===== src/rtl/alarm_bank_ctrl.sv =====
// alarm_bank_ctrl
// Multi-entry alarm controller: two-switch editor for NUM_ALM alarm entries,
// once-per-minute comparison against the current time, and a ring/snooze
// sequencer with a limited snooze count and an unanswered-ring timeout.
// Every output is a decode of registered state, so there is no combinational
// path from the switch inputs to the display/buzzer side.
module alarm_bank_ctrl #(
    parameter int NUM_ALM          = 2,
    parameter int IDXW             = (NUM_ALM > 1) ? $clog2(NUM_ALM) : 1,
    parameter int SNOOZE_MIN       = 5,
    parameter int MAX_SNOOZE       = 3,
    parameter int RING_TIMEOUT_MIN = 2
) (
    input  logic               CLK,
    input  logic               RST,
    input  logic               SW_F1,
    input  logic               SW_F2,
    input  logic               MIN_TICK,
    input  logic [4:0]         CUR_HOUR,
    input  logic [5:0]         CUR_MIN,
    output logic               ALM_SEL_MODE,
    output logic               ALM_ONOFF,
    output logic               ALM_HOUR,
    output logic               ALM_MIN,
    output logic [IDXW-1:0]    ALM_IDX,
    output logic               ALM_DISP_EN,
    output logic [4:0]         ALM_DISP_HOUR,
    output logic [5:0]         ALM_DISP_MIN,
    output logic [NUM_ALM-1:0] ALM_EN,
    output logic               ALM_RING,
    output logic               ALM_SNOOZING,
    output logic [IDXW-1:0]    RING_IDX
);

    localparam logic [2:0] ST_IDLE   = 3'd0;
    localparam logic [2:0] ST_SEL    = 3'd1;
    localparam logic [2:0] ST_ONOFF  = 3'd2;
    localparam logic [2:0] ST_HOUR   = 3'd3;
    localparam logic [2:0] ST_MIN    = 3'd4;
    localparam logic [2:0] ST_RING   = 3'd5;
    localparam logic [2:0] ST_SNOOZE = 3'd6;

    // Snooze counter must hold MAX_SNOOZE itself.
    localparam int SCW = (MAX_SNOOZE > 0) ? $clog2(MAX_SNOOZE + 1) : 1;

    localparam logic [IDXW-1:0] LAST_IDX = IDXW'(NUM_ALM - 1);

    logic [2:0]         state;
    logic [IDXW-1:0]    alm_idx;
    logic [IDXW-1:0]    ring_idx;
    logic               pending;
    logic [SCW-1:0]     snooze_cnt;
    logic [3:0]         snooze_tmr;
    logic [3:0]         ring_tmr;

    logic [NUM_ALM-1:0] en_q;
    logic [4:0]         hour_q [NUM_ALM];
    logic [5:0]         min_q  [NUM_ALM];

    logic               hit;
    logic [IDXW-1:0]    hit_idx;
    logic               f2_only;
    logic               in_edit;

    // F1 has priority, so F2 only acts when it arrives alone.
    assign f2_only = SW_F2 & ~SW_F1;
    assign in_edit = (state == ST_SEL) || (state == ST_ONOFF) ||
                     (state == ST_HOUR) || (state == ST_MIN);

    // Minute match: scan high to low so the lowest matching index is left last.
    always_comb begin
        // NOTE: defaults first so every path assigns hit/hit_idx and no latch is inferred.
        hit     = 1'b0;
        hit_idx = '0;
        for (int i = NUM_ALM - 1; i >= 0; i--) begin
            if (MIN_TICK && en_q[i] && (hour_q[i] == CUR_HOUR) && (min_q[i] == CUR_MIN)) begin
                hit     = 1'b1;
                hit_idx = IDXW'(i);
            end
        end
    end

    // Mode sequencer: edit path, pending capture, ring/snooze/timeout handling.
    always_ff @(posedge CLK or negedge RST) begin
        if (!RST) begin
            state      <= ST_IDLE;
            alm_idx    <= '0;
            ring_idx   <= '0;
            pending    <= 1'b0;
            snooze_cnt <= '0;
            snooze_tmr <= '0;
            ring_tmr   <= '0;
        end else begin
            // NOTE: non-blocking assignments throughout, so every branch reads pre-edge values.
            case (state)
                ST_IDLE: begin
                    if (hit) begin
                        state      <= ST_RING;
                        ring_idx   <= hit_idx;
                        snooze_cnt <= '0;
                        ring_tmr   <= '0;
                    end else if (SW_F1) begin
                        state <= ST_SEL;
                    end
                end
                ST_SEL: begin
                    if (SW_F1) begin
                        state <= ST_ONOFF;
                    end else if (SW_F2) begin
                        alm_idx <= (alm_idx == LAST_IDX) ? '0 : alm_idx + IDXW'(1);
                    end
                end
                ST_ONOFF: begin
                    if (SW_F1) state <= ST_HOUR;
                end
                ST_HOUR: begin
                    if (SW_F1) state <= ST_MIN;
                end
                ST_MIN: begin
                    if (SW_F1) begin
                        // A match seen while editing rings as soon as editing ends.
                        if (pending || hit) begin
                            state      <= ST_RING;
                            pending    <= 1'b0;
                            snooze_cnt <= '0;
                            ring_tmr   <= '0;
                        end else begin
                            state <= ST_IDLE;
                        end
                    end
                end
                ST_RING: begin
                    if (SW_F1) begin
                        state <= ST_IDLE;
                    end else if (SW_F2) begin
                        if (snooze_cnt < SCW'(MAX_SNOOZE)) begin
                            state      <= ST_SNOOZE;
                            snooze_tmr <= 4'(SNOOZE_MIN);
                            snooze_cnt <= snooze_cnt + SCW'(1);
                        end else begin
                            state <= ST_IDLE;
                        end
                    end else if (MIN_TICK) begin
                        if (ring_tmr == 4'(RING_TIMEOUT_MIN - 1)) state <= ST_IDLE;
                        ring_tmr <= ring_tmr + 4'd1;
                    end
                end
                ST_SNOOZE: begin
                    if (SW_F1) begin
                        state <= ST_IDLE;
                    end else if (MIN_TICK) begin
                        if (snooze_tmr == 4'd1) begin
                            state    <= ST_RING;
                            ring_tmr <= '0;
                        end
                        snooze_tmr <= snooze_tmr - 4'd1;
                    end
                end
                default: state <= ST_IDLE;
            endcase

            // Match during editing is remembered; the F1 that leaves MIN consumes it above.
            if (in_edit && hit) begin
                ring_idx <= hit_idx;
                if (!((state == ST_MIN) && SW_F1)) pending <= 1'b1;
            end
        end
    end

    // Alarm entry storage, edited by F2 in the ONOFF/HOUR/MIN states.
    always_ff @(posedge CLK or negedge RST) begin
        if (!RST) begin
            // NOTE: the entry array is reset because a cleared alarm bank is visible behaviour.
            en_q <= '0;
            for (int i = 0; i < NUM_ALM; i++) begin
                hour_q[i] <= '0;
                min_q[i]  <= '0;
            end
        end else if (f2_only) begin
            case (state)
                ST_ONOFF: en_q[alm_idx] <= ~en_q[alm_idx];
                ST_HOUR:  hour_q[alm_idx] <= (hour_q[alm_idx] == 5'd23) ? 5'd0
                                                                        : hour_q[alm_idx] + 5'd1;
                ST_MIN:   min_q[alm_idx]  <= (min_q[alm_idx] == 6'd59) ? 6'd0
                                                                       : min_q[alm_idx] + 6'd1;
                default:  ;
            endcase
        end
    end

    assign ALM_SEL_MODE  = (state == ST_SEL);
    assign ALM_ONOFF     = (state == ST_ONOFF);
    assign ALM_HOUR      = (state == ST_HOUR);
    assign ALM_MIN       = (state == ST_MIN);
    assign ALM_RING      = (state == ST_RING);
    assign ALM_SNOOZING  = (state == ST_SNOOZE);
    assign ALM_IDX       = alm_idx;
    assign RING_IDX      = ring_idx;
    assign ALM_EN        = en_q;
    assign ALM_DISP_EN   = en_q[alm_idx];
    assign ALM_DISP_HOUR = hour_q[alm_idx];
    assign ALM_DISP_MIN  = min_q[alm_idx];

endmodule


===== config.mk =====
export PLATFORM = sky130hd
export DESIGN_NAME = alarm_bank_ctrl
export DESIGN_NICKNAME = d
export VERILOG_FILES = /design/src/rtl/alarm_bank_ctrl.sv
export SDC_FILE = /design/constraint.sdc
export NUM_CORES = 1
export LEC_CHECK = 0
export CAP_MARGIN = 20
export CORE_AREA = 2 2 103 105
export DETAILED_ROUTE_END_ITERATION = 12
export DIE_AREA = 0 0 105 107
export PLACE_DENSITY = 0.52
export SYNTH_ARGS = -nofsm -noshare
export SYNTH_HDL_FRONTEND = slang
export SYNTH_SLANG_ARGS = --single-unit

===== constraint.sdc =====
create_clock -name CLK -period 2.6 [get_ports CLK]
set_input_delay 0.26 -clock CLK [delete_from_list [all_inputs] [get_ports CLK]]
set_output_delay 0.26 -clock CLK [all_outputs]
set_load 0.005 [all_outputs]

**Word-level counts from Yosys, hierarchy flattened**

Index checks and enable logic that the tools add are counted.
W data, S select, Z words.

- Bits of input ports: 16
- Word-level logic and storage cells: 159
- Register bits after elaboration: 40
- Output and inout port bits: 22

- Bitwise operators: 4
- Muxes and demuxes: 70
- $lt $le $gt $ge: 5
- Reductions and logical operators: 29
- Add/subtract/negate cells: 6
- Equal/unequal tests: 33

Operators with widths:

| cell | count |
|---|---|
| $mux W4 | 14 |
| $mux W3 | 15 |
| $mux W6 | 5 |
| $mux W5 | 5 |
| $ne A2 B2 Y1 const B | 11 |
| $pmux W3 S7 | 1 |
| $pmux W4 S4 | 1 |
| $mux W1 | 15 |
| $bwmux W12 | 1 |
| $eq A6 B6 Y1 | 2 |
| $mux W2 | 6 |
| $bwmux W10 | 1 |
| $eq A5 B5 Y1 | 2 |
| $logic_and A1 B1 Y1 | 10 |
| $reduce_and A10 Y1 | 1 |
| $eq A3 B3 Y1 const B | 3 |
| $reduce_and A9 Y1 | 1 |
| $eq A4 B1 Y1 const B | 2 |
| $pmux W4 S2 | 1 |
| $reduce_and A2 Y1 | 4 |
| $reduce_and A7 Y1 | 1 |
| $add A6 B1 Y6 const B | 1 |
| $demux W6 S1 | 1 |
| $eq A3 B2 Y1 const B | 2 |
| 32 further kinds | 41 |

**Longest topological paths before layout**

Gate-level depths: netlist of the first run.

- Word-level depth: 11
- Mapped depth: 8
- Gate-level depth less buffers: 7

**Worst setup path after synthesis of the first run**

No wires, ideal clock.

- Path kind: register to register
- Start point: reg alm_idx (netlist: ALM_IDX)
- End point: reg hour_q[4] in the netlist's numbering
- Arrival: 1763 ps
- Setup time: 125 ps
- Path buffers: 1
- Stages on the path, launching flop included: 7
- Setup slack: 713 ps
- Period minus slack after synthesis: 1887 ps
- Cells stage by stage: dfrtp_1 > buf_6 > mux2_2 > ha_1 > nand2_1 > mux2_2 > mux2_2

- Word-level cells in the longest chain between the ends: 7
- Elaborated cells on any way between the ends: 13

Ends and longest elaborated chain:

| item | RTL line | source |
|---|---|---|
| start, declared | 49 | `logic [IDXW-1:0] alm_idx;` |
| start signal, assigned | 110 | `alm_idx <= (alm_idx == LAST_IDX) ? '0 : alm_idx + IDXW'(1);` |
| $not A1 Y2 * | - |  |
| $mux W5 * (3 in a row) | - |  |
| net ALM_DISP_HOUR[0] | 27 | `output logic [4:0] ALM_DISP_HOUR,` |
| $add A5 B1 Y5 / $eq A5 B5 Y1 (equally long branches) | 183, 182 |  |
| $mux W5 * | 182 | `ST_HOUR: hour_q[alm_idx] <= (hour_q[alm_idx] == 5'd23) ? 5'd0` |
| $bwmux W10 * | 182 |  |
| end signal, assigned by index | 182 |  |
| end, declared | 57 | `logic [4:0] hour_q [NUM_ALM];` |

Mark *: on every way through the listed nets, which the timed path passes. The rest lies on a longest branch. The select of a mux whose other input is x is not followed.
A chain may end at the register's enable or synchronous reset.

**Worst setup path after layout of the first run**

- Start point: reg alm_idx (netlist: ALM_IDX)
- End point: out ALM_DISP_MIN[5]

- Word-level cells in the longest chain between the ends: 4

Ends and longest elaborated chain:

| item | RTL line | source |
|---|---|---|
| $not A1 Y2 (implied by the code) | 202 | `assign ALM_DISP_MIN = min_q[alm_idx];` |
| $mux W6 (implied by the code) (3 in a row) | 202 |  |
| end, declared | 28 | `output logic [5:0] ALM_DISP_MIN,` |

Every way passes these cells. The select of a mux whose other input is x is not followed.

==> impl_summary.log, run 1 <==
[metrics] most used flip-flop cell after synthesis: sky130_fd_sc_hd__dfrtp_1
[metrics] # diodes: 0
[metrics] drt wl/cell: around 15 um
[metrics] top-area cell type share of the netlist area: between 30% and 40%
[metrics] Worst-Skew Late Latency: about 0.29 ns
[metrics] RR Endpoint: hour_q[4]$_DFFE_PN0P_
[metrics] cell area after placement: about 3200 um2
[metrics] Post-synth EDFFs: 0
[metrics] setup TNS: 0 ns
[metrics] reported leakage power: 0.00147 uW
[metrics] Peak supply drop: between 300 and 400 uV
[metrics] number of nets produced by synthesis: around 290
[metrics] layout net count: between 300 and 400
[metrics] number of library cell types mapped by synthesis: 59
[metrics] Sw Share: a little over a third
[metrics] Area Overhead vs Synth: 22.7%
[metrics] largest fanout of any net on the critical path: 14
[metrics] Hold Fails Final Rpt: 0
[metrics] Setup Fix Bufs, Post-CTS: 0
[metrics] buffer depth of the longest clock path: 2
[metrics] CP Capture Type: primary output
[metrics] part of the power in combinational logic: between 40% and 50%
[metrics] cells traversed along the worst timing path: buf_12, mux2_2, clkdlybuf4s50_1
[metrics] count of unresolved DRC violations after routing: 0
[metrics] die extent in x: around 110 um
[metrics] register area share after synthesis: between 30% and 40%
[metrics] Hold Buf Count CTS: 0
[metrics] slowest library cell on the worst path: sky130_fd_sc_hd__dfrtp_1
[metrics] FF-to-FF setup slack: around 0.47 ns
[metrics] share of flip-flops with an asynchronous set or reset: between 90% and 100%
[metrics] root buffer cell: sky130_fd_sc_hd__clkbuf_8
[metrics] Final Setup Violations: 0
[metrics] sinks on the clock net: 40
[metrics] Layout Skew: between 0.01 and 0.015 ns
[metrics] number of buffers created by CTS: 5
[metrics] class of the tightest hold or removal check: in2async
[metrics] post-synthesis register bit count: 40
[metrics] Filler Cell Count: 1087
[metrics] largest net degree at the start of global routing: between 40 and 50
[metrics] post-cts repair resize count: 0
[metrics] area of the die: approximately 11000 um2
[metrics] Max-Cap Viols: 0
[metrics] area of the mapped netlist: 2700 um2
[metrics] post-detailed-placement half-perimeter wirelength: about 5000 um
[metrics] Placement Rows: 37
[metrics] Placeable Area: just over 10000 um2
[metrics] worst slew pin tran: 0.932 ns
[metrics] Worst Setup Path Type: reg2out
[metrics] Port-buffer cells: 37
[metrics] minimum clock period: 2.23 ns
[metrics] Worst R2R Start: ALM_IDX$_DFFE_PN0P_
[metrics] Sw Pwr: around 1000 uW
[metrics] vertical die dimension: around 110 um
[metrics] first-pass GRT wire length: between 10000 and 15000 um
[metrics] IO Pins: 38
[metrics] first-iteration detailed-routing DRC count: between 70 and 80
[metrics] crit-path max cell delay: just over 0.6 ns
[metrics] global router's overall resource usage: ~12%
[metrics] endpoint arrival time on the critical path: 1.97 ns
[metrics] via count of the first global-routing pass: around 2100
[metrics] number of vias after detailed routing: between 2000 and 2500
[metrics] Ys Warns: 0
[metrics] max frequency: roughly 0.45 GHz
[metrics] setup repair after global routing missed its margin: no
[metrics] cell area after layout: between 3000 and 4000 um2
[metrics] clock network power share: 20.4%
[metrics] cell types occupying the most area after synthesis: sky130_fd_sc_hd__dfrtp_1, sky130_fd_sc_hd__mux2_2, sky130_fd_sc_hd__xor2_1, sky130_fd_sc_hd__ha_1, sky130_fd_sc_hd__nand2_1
[metrics] required time of the critical path: ~2.3 ns
[metrics] internal cell power: 1760 uW
[metrics] total design power: 2760 uW
[metrics] Detail Route Antenna Nets: 0
[metrics] clock-pin transition on the worst setup and hold timing paths: about 0.090 ns
[metrics] initial cell density of the core: 26.7%
[metrics] kind of launch point of the worst setup path: flop
[metrics] crit share post-route: a little under nine tenths
[metrics] result of the run: complete, no violations
[metrics] Max Slew Vio Count: 0
[metrics] cells after synthesis: 266
[metrics] antenna violations before repair: 0
[metrics] part of the total power dissipated in sequential elements: around 36%
[metrics] CTS H-Tree Depth: 2
[metrics] GPL Wtd Cong: roughly 0.8
[metrics] fraction of final layout cells with drive strength greater than 1: roughly 19%
[metrics] ratio of routed vias to standard cells: between 4 and 5
[metrics] grt ovf: 0
[metrics] Initial DRT Pass Iterations: 6
[metrics] reg2reg path depth: 5
[metrics] clock tree from TritonCTS: done
[metrics] Power Density: between 800 and 900 nW/um2
[metrics] Total Wirelength: around 6500 um
[metrics] slew margin rel.: between 30% and 40%
[metrics] synthesized area per cell: a little over 10 um2
[metrics] most area-hungry cell type in the Yosys netlist: sky130_fd_sc_hd__dfrtp_1
## stage by stage
step	util, %	std cells	worst slack (ns)	hold slack, ns
2_1_floorplan	-	266	0.713	-0.0356
5_1_grt	32.8	438	0.298	0.181
4_1_cts	32.8	438	0.355	0.151
3_5_place_dp	31.6	430	0.272	0.464
3_3_place_gp	31.6	430	0.251	0.463
6_report	32.8	438	0.372	0.0993
## cells in the mapped netlist (5+ instances only)
cell type and n:
sky130_fd_sc_hd__dfrtp_1 40, sky130_fd_sc_hd__mux2_2 32, sky130_fd_sc_hd__xor2_1 24, sky130_fd_sc_hd__nand2_1 19, sky130_fd_sc_hd__nor2_1 12, sky130_fd_sc_hd__o21ai_0 10, sky130_fd_sc_hd__inv_1 9, sky130_fd_sc_hd__nand3_1 9
sky130_fd_sc_hd__and3_1 7, sky130_fd_sc_hd__ha_1 7, sky130_fd_sc_hd__nor4_1 6, sky130_fd_sc_hd__a21oi_1 5, sky130_fd_sc_hd__and2_1 5
## power by group through the flow
stage	clock network [uW]	logic, uW	registers, uW
finish	564	1210	986
global route	608	1330	1020
CTS	581	1220	989
detailed placement	0	1210	999
global placement	0	1220	998
floorplan	0	862	897
## cell usage in the layout, fill, tap and decap left out, types with 3 or more instances in the layout
master and n:
sky130_fd_sc_hd__o21ai_0 10, sky130_fd_sc_hd__ha_1 7, sky130_fd_sc_hd__clkbuf_8 7, sky130_fd_sc_hd__o21ai_1 3, sky130_fd_sc_hd__mux2_2 32, sky130_fd_sc_hd__inv_1 9, sky130_fd_sc_hd__and2_1 5, sky130_fd_sc_hd__a31oi_1 3
sky130_fd_sc_hd__nand2_1 19, sky130_fd_sc_hd__nor2_1 12, sky130_fd_sc_hd__mux2_4 3, sky130_fd_sc_hd__nor4_1 6, sky130_fd_sc_hd__a21oi_1 5, sky130_fd_sc_hd__nor2b_1 3, sky130_fd_sc_hd__o2111ai_1 3, sky130_fd_sc_hd__nand3_1 9
sky130_fd_sc_hd__clkdlybuf4s50_1 36, sky130_fd_sc_hd__xnor2_1 4, sky130_fd_sc_hd__xor2_1 24, sky130_fd_sc_hd__o211ai_1 3, sky130_fd_sc_hd__o22ai_1 4, sky130_fd_sc_hd__and3_1 7, sky130_fd_sc_hd__dfrtp_1 40
## flip-flops by register name, summed over array words and instances (netlist names)
| register | count |
|---|---|
| pending | 1 |
| ALM_IDX | 1 |
| RING_IDX | 1 |
| state | 3 |
| snooze_tmr | 4 |
| min_q | 12 |
| hour_q | 10 |
| ALM_EN | 2 |
| snooze_cnt | 2 |
| ring_tmr | 4 |
## worst max-delay path, delay by kind of cell (launching register included)
kind	cells	cell delay (ns)
muxes	1	0.39
buffers and inverters	2	0.66
DFF	1	0.61
## layout make-up
type | count | area (um2) | share of cell area (%)
multi-input cells | 204 | 1580 | 47.6
well taps | 136 | 170 | 5.14
flip-flops and latches | 40 | 1000 | 30.2
inverters | 10 | 37.5 | 1.13
clock inverters | 1 | 30.0 | 0.907
repair buffers | 40 | 400 | 12.1
clock buffers | 7 | 96.3 | 2.91
## per-layer routing
| metal | vias to the layer above | GRT usage, % | wire (um) |
|---|---|---|---|
| met1 | 1000 | 16.7 | 3260 |
| met3 | 7 | 2.43 | 211 |
| li1 | 1027 | - | - |
| met2 | 39 | 19.3 | 2970 |
| met5 | - | 0 | 0 |
| met4 | 0 | 4.48 | 99 |
## worst max path at each step
stage / start / end / slack [ns] / cells after the start
after floorplan: ALM_IDX$_DFFE_PN0P_ / hour_q[4]$_DFFE_PN0P_ / 0.71 / 6
after global placement: MIN_TICK / snooze_cnt[1]$_DFFE_PN0P_ / 0.25 / 6
after detailed placement: MIN_TICK / snooze_cnt[1]$_DFFE_PN0P_ / 0.27 / 6
after CTS: ALM_IDX$_DFFE_PN0P_ / ALM_DISP_MIN[5] / 0.35 / 3
after global routing: ALM_IDX$_DFFE_PN0P_ / ALM_DISP_MIN[5] / 0.30 / 3
final: ALM_IDX$_DFFE_PN0P_ / ALM_DISP_MIN[5] / 0.37 / 3
## cell families after synthesis
family / after synthesis / synth area share (%)
flip-flops: 40 / 37.1
multiplexers: 38 / 16.7
adder cells (fa/ha/maj): 7 / 3.25
buffers and inverters: 22 / 4.50
AO/OA/AOI/OAI: 46 / 11.4
AND/OR/NAND/NOR: 85 / 18.0
XOR/XNOR: 28 / 9.09
Note: power is estimated with default switching activity, not from simulation.
==> run 2: changes to the inputs <==
--- a/config.mk
+++ b/config.mk
@@ -10,6 +10,8 @@
 export DETAILED_ROUTE_END_ITERATION = 12
 export DIE_AREA = 0 0 105 107
 export PLACE_DENSITY = 0.52
+export REMOVE_ABC_BUFFERS = 1
 export SYNTH_ARGS = -nofsm -noshare
 export SYNTH_HDL_FRONTEND = slang
 export SYNTH_SLANG_ARGS = --single-unit
+export TNS_END_PERCENT = 1
==> run 2 against run 1 <==
  * Clock skew down 0.0094 ns
  * Final area down 2.1%
  * Die area unchanged
  * Clock power down 32%
  * Fmax down 6.2%
  * Critical path depth up 1
  * Flip-flop and latch count unchanged
  * Utilization down 0.69 points
  * Global-route usage about the same
  * Cell count down 0.68%
  * Register-to-register slack worse by 0.03 ns
  * Non-clock buffer count unchanged
==> impl_summary.log, run 2 (synthesized netlist as in run 1, its figures left out) <==
[metrics] first-pass GRT wire length: 11100 um (was 10900 um)
[metrics] buffer depth of the longest clock path: 2 (unchanged)
[metrics] ratio of routed vias to standard cells: 4.84 (was 4.73)
[metrics] register with the most flip-flops: min_q (unchanged)
[metrics] met1 track demand over resource: 16.7% (about the same)
[metrics] first-iteration detailed-routing DRC count: 91 (was 77)
[metrics] result of the run: complete, no violations (unchanged)
[metrics] clock-pin transition on the worst setup and hold timing paths: 0.07 ns (was 0.09 ns)
[metrics] Area Overhead vs Synth: 20.1% (was 22.7%)
[metrics] layout net count: 324 (unchanged)
[metrics] part of the power in combinational logic: 46.0% (was 43.9%)
[metrics] post-cts repair resize count: 0 (unchanged)
[metrics] GPL Wtd Cong: 0.827 (was 0.802)
[metrics] Max-Cap Viols: 0 (unchanged)
[metrics] Worst Setup Path Type: reg2out (unchanged)
[metrics] CTS H-Tree Depth: 2 (unchanged)
[metrics] minimum clock period: 2.38 ns (was 2.23 ns)
[metrics] reg2reg path depth: 5 (unchanged)
[metrics] Setup Fix Bufs, Post-CTS: 0 (unchanged)
[metrics] number of buffers created by CTS: 5 (unchanged)
[metrics] Peak supply drop: 230 uV (was 304 uV)
[metrics] Power Density: 797 nW/um2 (was 834 nW/um2)
[metrics] FF-to-FF setup slack: 0.44 ns (was 0.47 ns)
[metrics] worst-case setup slack after placement: 0.345 ns (was 0.272 ns)
[metrics] largest net degree at the start of global routing: 41 (unchanged)
[metrics] max frequency: 0.421 GHz (was 0.449 GHz)
[metrics] setup repair after global routing missed its margin: no (unchanged)
[metrics] grt ovf: 0 (unchanged)
[metrics] slew margin rel.: 38.5% (was 37.9%)
[metrics] Worst R2R Start: state[2]$_DFFE_PN0P_ (was ALM_IDX$_DFFE_PN0P_)
[metrics] met3 demand-to-capacity share in global routing: 2.43% (unchanged)
[metrics] IO Pins: 38 (unchanged)
[metrics] Sw Share: 39.0% (was 36.3%)
[metrics] Detail Route Antenna Nets: 0 (unchanged)
[metrics] part of the total power dissipated in sequential elements: 39.2% (was 35.7%)
[metrics] count of unresolved DRC violations after routing: 0 (unchanged)
[metrics] fraction of final layout cells with drive strength greater than 1: 17.7% (was 18.5%)
[metrics] commonest cells after routing, fill and taps aside: sky130_fd_sc_hd__dfrtp_1, sky130_fd_sc_hd__clkdlybuf4s50_1, sky130_fd_sc_hd__mux2_2 (unchanged)
[metrics] die extent in x: 105 um (unchanged)
[metrics] sinks on the clock net: 40 (unchanged)
[metrics] area of the die: 11200 um2 (unchanged)
[metrics] Hold Fails Final Rpt: 0 (unchanged)
[metrics] crit share post-route: 91.4% (was 85.7%)
[metrics] Max Slew Vio Count: 0 (unchanged)
[metrics] via count of the first global-routing pass: 2153 (was 2111)
[metrics] root buffer cell: sky130_fd_sc_hd__clkbuf_8 (unchanged)
[metrics] kind of launch point of the worst setup path: flop (unchanged)
[metrics] setup TNS: 0 ns (unchanged)
[metrics] internal cell power: 1580 uW (was 1760 uW)
[metrics] endpoint arrival time on the critical path: 2.12 ns (was 1.97 ns)
[metrics] drt wl/cell: 15.0 um (was 14.9 um)
[metrics] antenna violations before repair: 0 (unchanged)
[metrics] Layout Skew: 0.00347 ns (was 0.0129 ns)
[metrics] post-detailed-placement half-perimeter wirelength: 5010 um (about the same)
[metrics] Worst-Skew Late Latency: 0.29 ns (about the same)
[metrics] reported leakage power: 0.00143 uW (was 0.00147 uW)
[metrics] Hold Buf Count CTS: 0 (unchanged)
[metrics] Filler Cell Count: 1088 (was 1087)
[metrics] met2 Track Usage GR: 19.9% (was 19.3%)
[metrics] class of the tightest hold or removal check: in2async (unchanged)
[metrics] largest registers: min_q x12, hour_q x10 (unchanged)
[metrics] vertical die dimension: 107 um (unchanged)
[metrics] Total Wirelength: 6520 um (was 6540 um)
[metrics] CP Capture Type: primary output (unchanged)
[metrics] initial cell density of the core: 26.7% (unchanged)
[metrics] commonest non-fill, non-tap cell in the layout: sky130_fd_sc_hd__dfrtp_1 (unchanged)
[metrics] required time of the critical path: 2.34 ns (about the same)
[metrics] Initial DRT Pass Iterations: 4 (was 6)
[metrics] global router's overall resource usage: 12.2% (was 12.3%)
[metrics] Sw Pwr: 1010 uW (was 1000 uW)
[metrics] largest fanout of any net on the critical path: 10 (was 14)
[metrics] max FFs per register: 12 (unchanged)
[metrics] final setup margin: 0.224 ns (was 0.372 ns)
[metrics] clock network power share: 14.8% (was 20.4%)
[metrics] RR Endpoint: snooze_cnt[1]$_DFFE_PN0P_ (was hour_q[4]$_DFFE_PN0P_)
[metrics] # diodes: 0 (unchanged)
[metrics] Placement Rows: 37 (unchanged)
[metrics] Placeable Area: 10100 um2 (unchanged)
[metrics] clock tree from TritonCTS: done (unchanged)
[metrics] most heavily used metal layer in global routing: met2 (unchanged)
[metrics] number of vias after detailed routing: 2106 (was 2073)
[metrics] worst slew pin tran: 0.922 ns (was 0.932 ns)
[metrics] Final Setup Violations: 0 (unchanged)
[metrics] Port-buffer cells: 37 (unchanged)
==> run 2: cell types whose count changed in the layout (fill, tap and decap cells not counted) <==
cell / change
sky130_fd_sc_hd__buf_12: -1
sky130_fd_sc_hd__buf_4: +1
sky130_fd_sc_hd__bufinv_16: -1
sky130_fd_sc_hd__clkbuf_8: -2
==> run 2: power groups by stage <==
stage	registers [uW]	clock network (uW)	logic, uW
final	1010	384	1190
after global routing	1040	422	1340
after global placement	1020	0	1190
after CTS	1010	393	1200
after detailed placement	1030	0	1190
after floorplan	979	0	702
==> run 2: critical path, stage by stage, from the launching register on <==
cell and delay [ns]:
sky130_fd_sc_hd__dfrtp_1 0.56, sky130_fd_sc_hd__buf_4 0.28, sky130_fd_sc_hd__buf_4 0.16, sky130_fd_sc_hd__mux2_2 0.36, sky130_fd_sc_hd__clkdlybuf4s50_1 0.46
==> run 2: layout make-up <==
class / count / area (um2) / area share [%]
clock buffers: 5 / 68.8 / 2.12
multi-input cells: 204 / 1580 / 48.6
well taps: 136 / 170 / 5.25
inverters: 10 / 37.5 / 1.16
flip-flops and latches: 40 / 1000 / 30.9
repair buffers: 40 / 388 / 12.0
==> run 2: how the worst max path moves through the flow <==
stage | from | to | slack, ns | cells past startpoint
3_5_place_dp | SW_F2 | min_q[8]$_DFFE_PN0P_ | 0.34 | 5
5_1_grt | ALM_IDX$_DFFE_PN0P_ | ALM_DISP_MIN[4] | 0.16 | 4
4_1_cts | ALM_IDX$_DFFE_PN0P_ | ALM_DISP_MIN[4] | 0.21 | 4
3_3_place_gp | MIN_TICK | snooze_cnt[1]$_DFFE_PN0P_ | 0.32 | 6
2_1_floorplan | ALM_IDX$_DFFE_PN0P_ | hour_q[4]$_DFFE_PN0P_ | 0.40 | 5
6_report | ALM_IDX$_DFFE_PN0P_ | ALM_DISP_MIN[4] | 0.22 | 4
==> run 2: metal layers <==
metal  wire, um  vias to the layer above
met5          0                        -
met4         62                        0
met3        249                        6
met2       3050                       56
met1       3150                     1020
li1           -                     1024
==> run 2: per-stage QoR <==
| stage | total power (uW) | hold slack (ns) | util, % | area (um2) | instances |
|---|---|---|---|---|---|
| after floorplan | 1680 | -0.0356 | - | 2610 | 254 |
| after detailed placement | 2220 | 0.458 | 31.4 | 3170 | 430 |
| final | 2580 | 0.0964 | 32.1 | 3240 | 435 |
| after CTS | 2610 | 0.138 | 32.1 | 3240 | 435 |
| after global routing | 2800 | 0.174 | 32.1 | 3240 | 435 |
| after global placement | 2220 | 0.451 | 31.4 | 3170 | 430 |
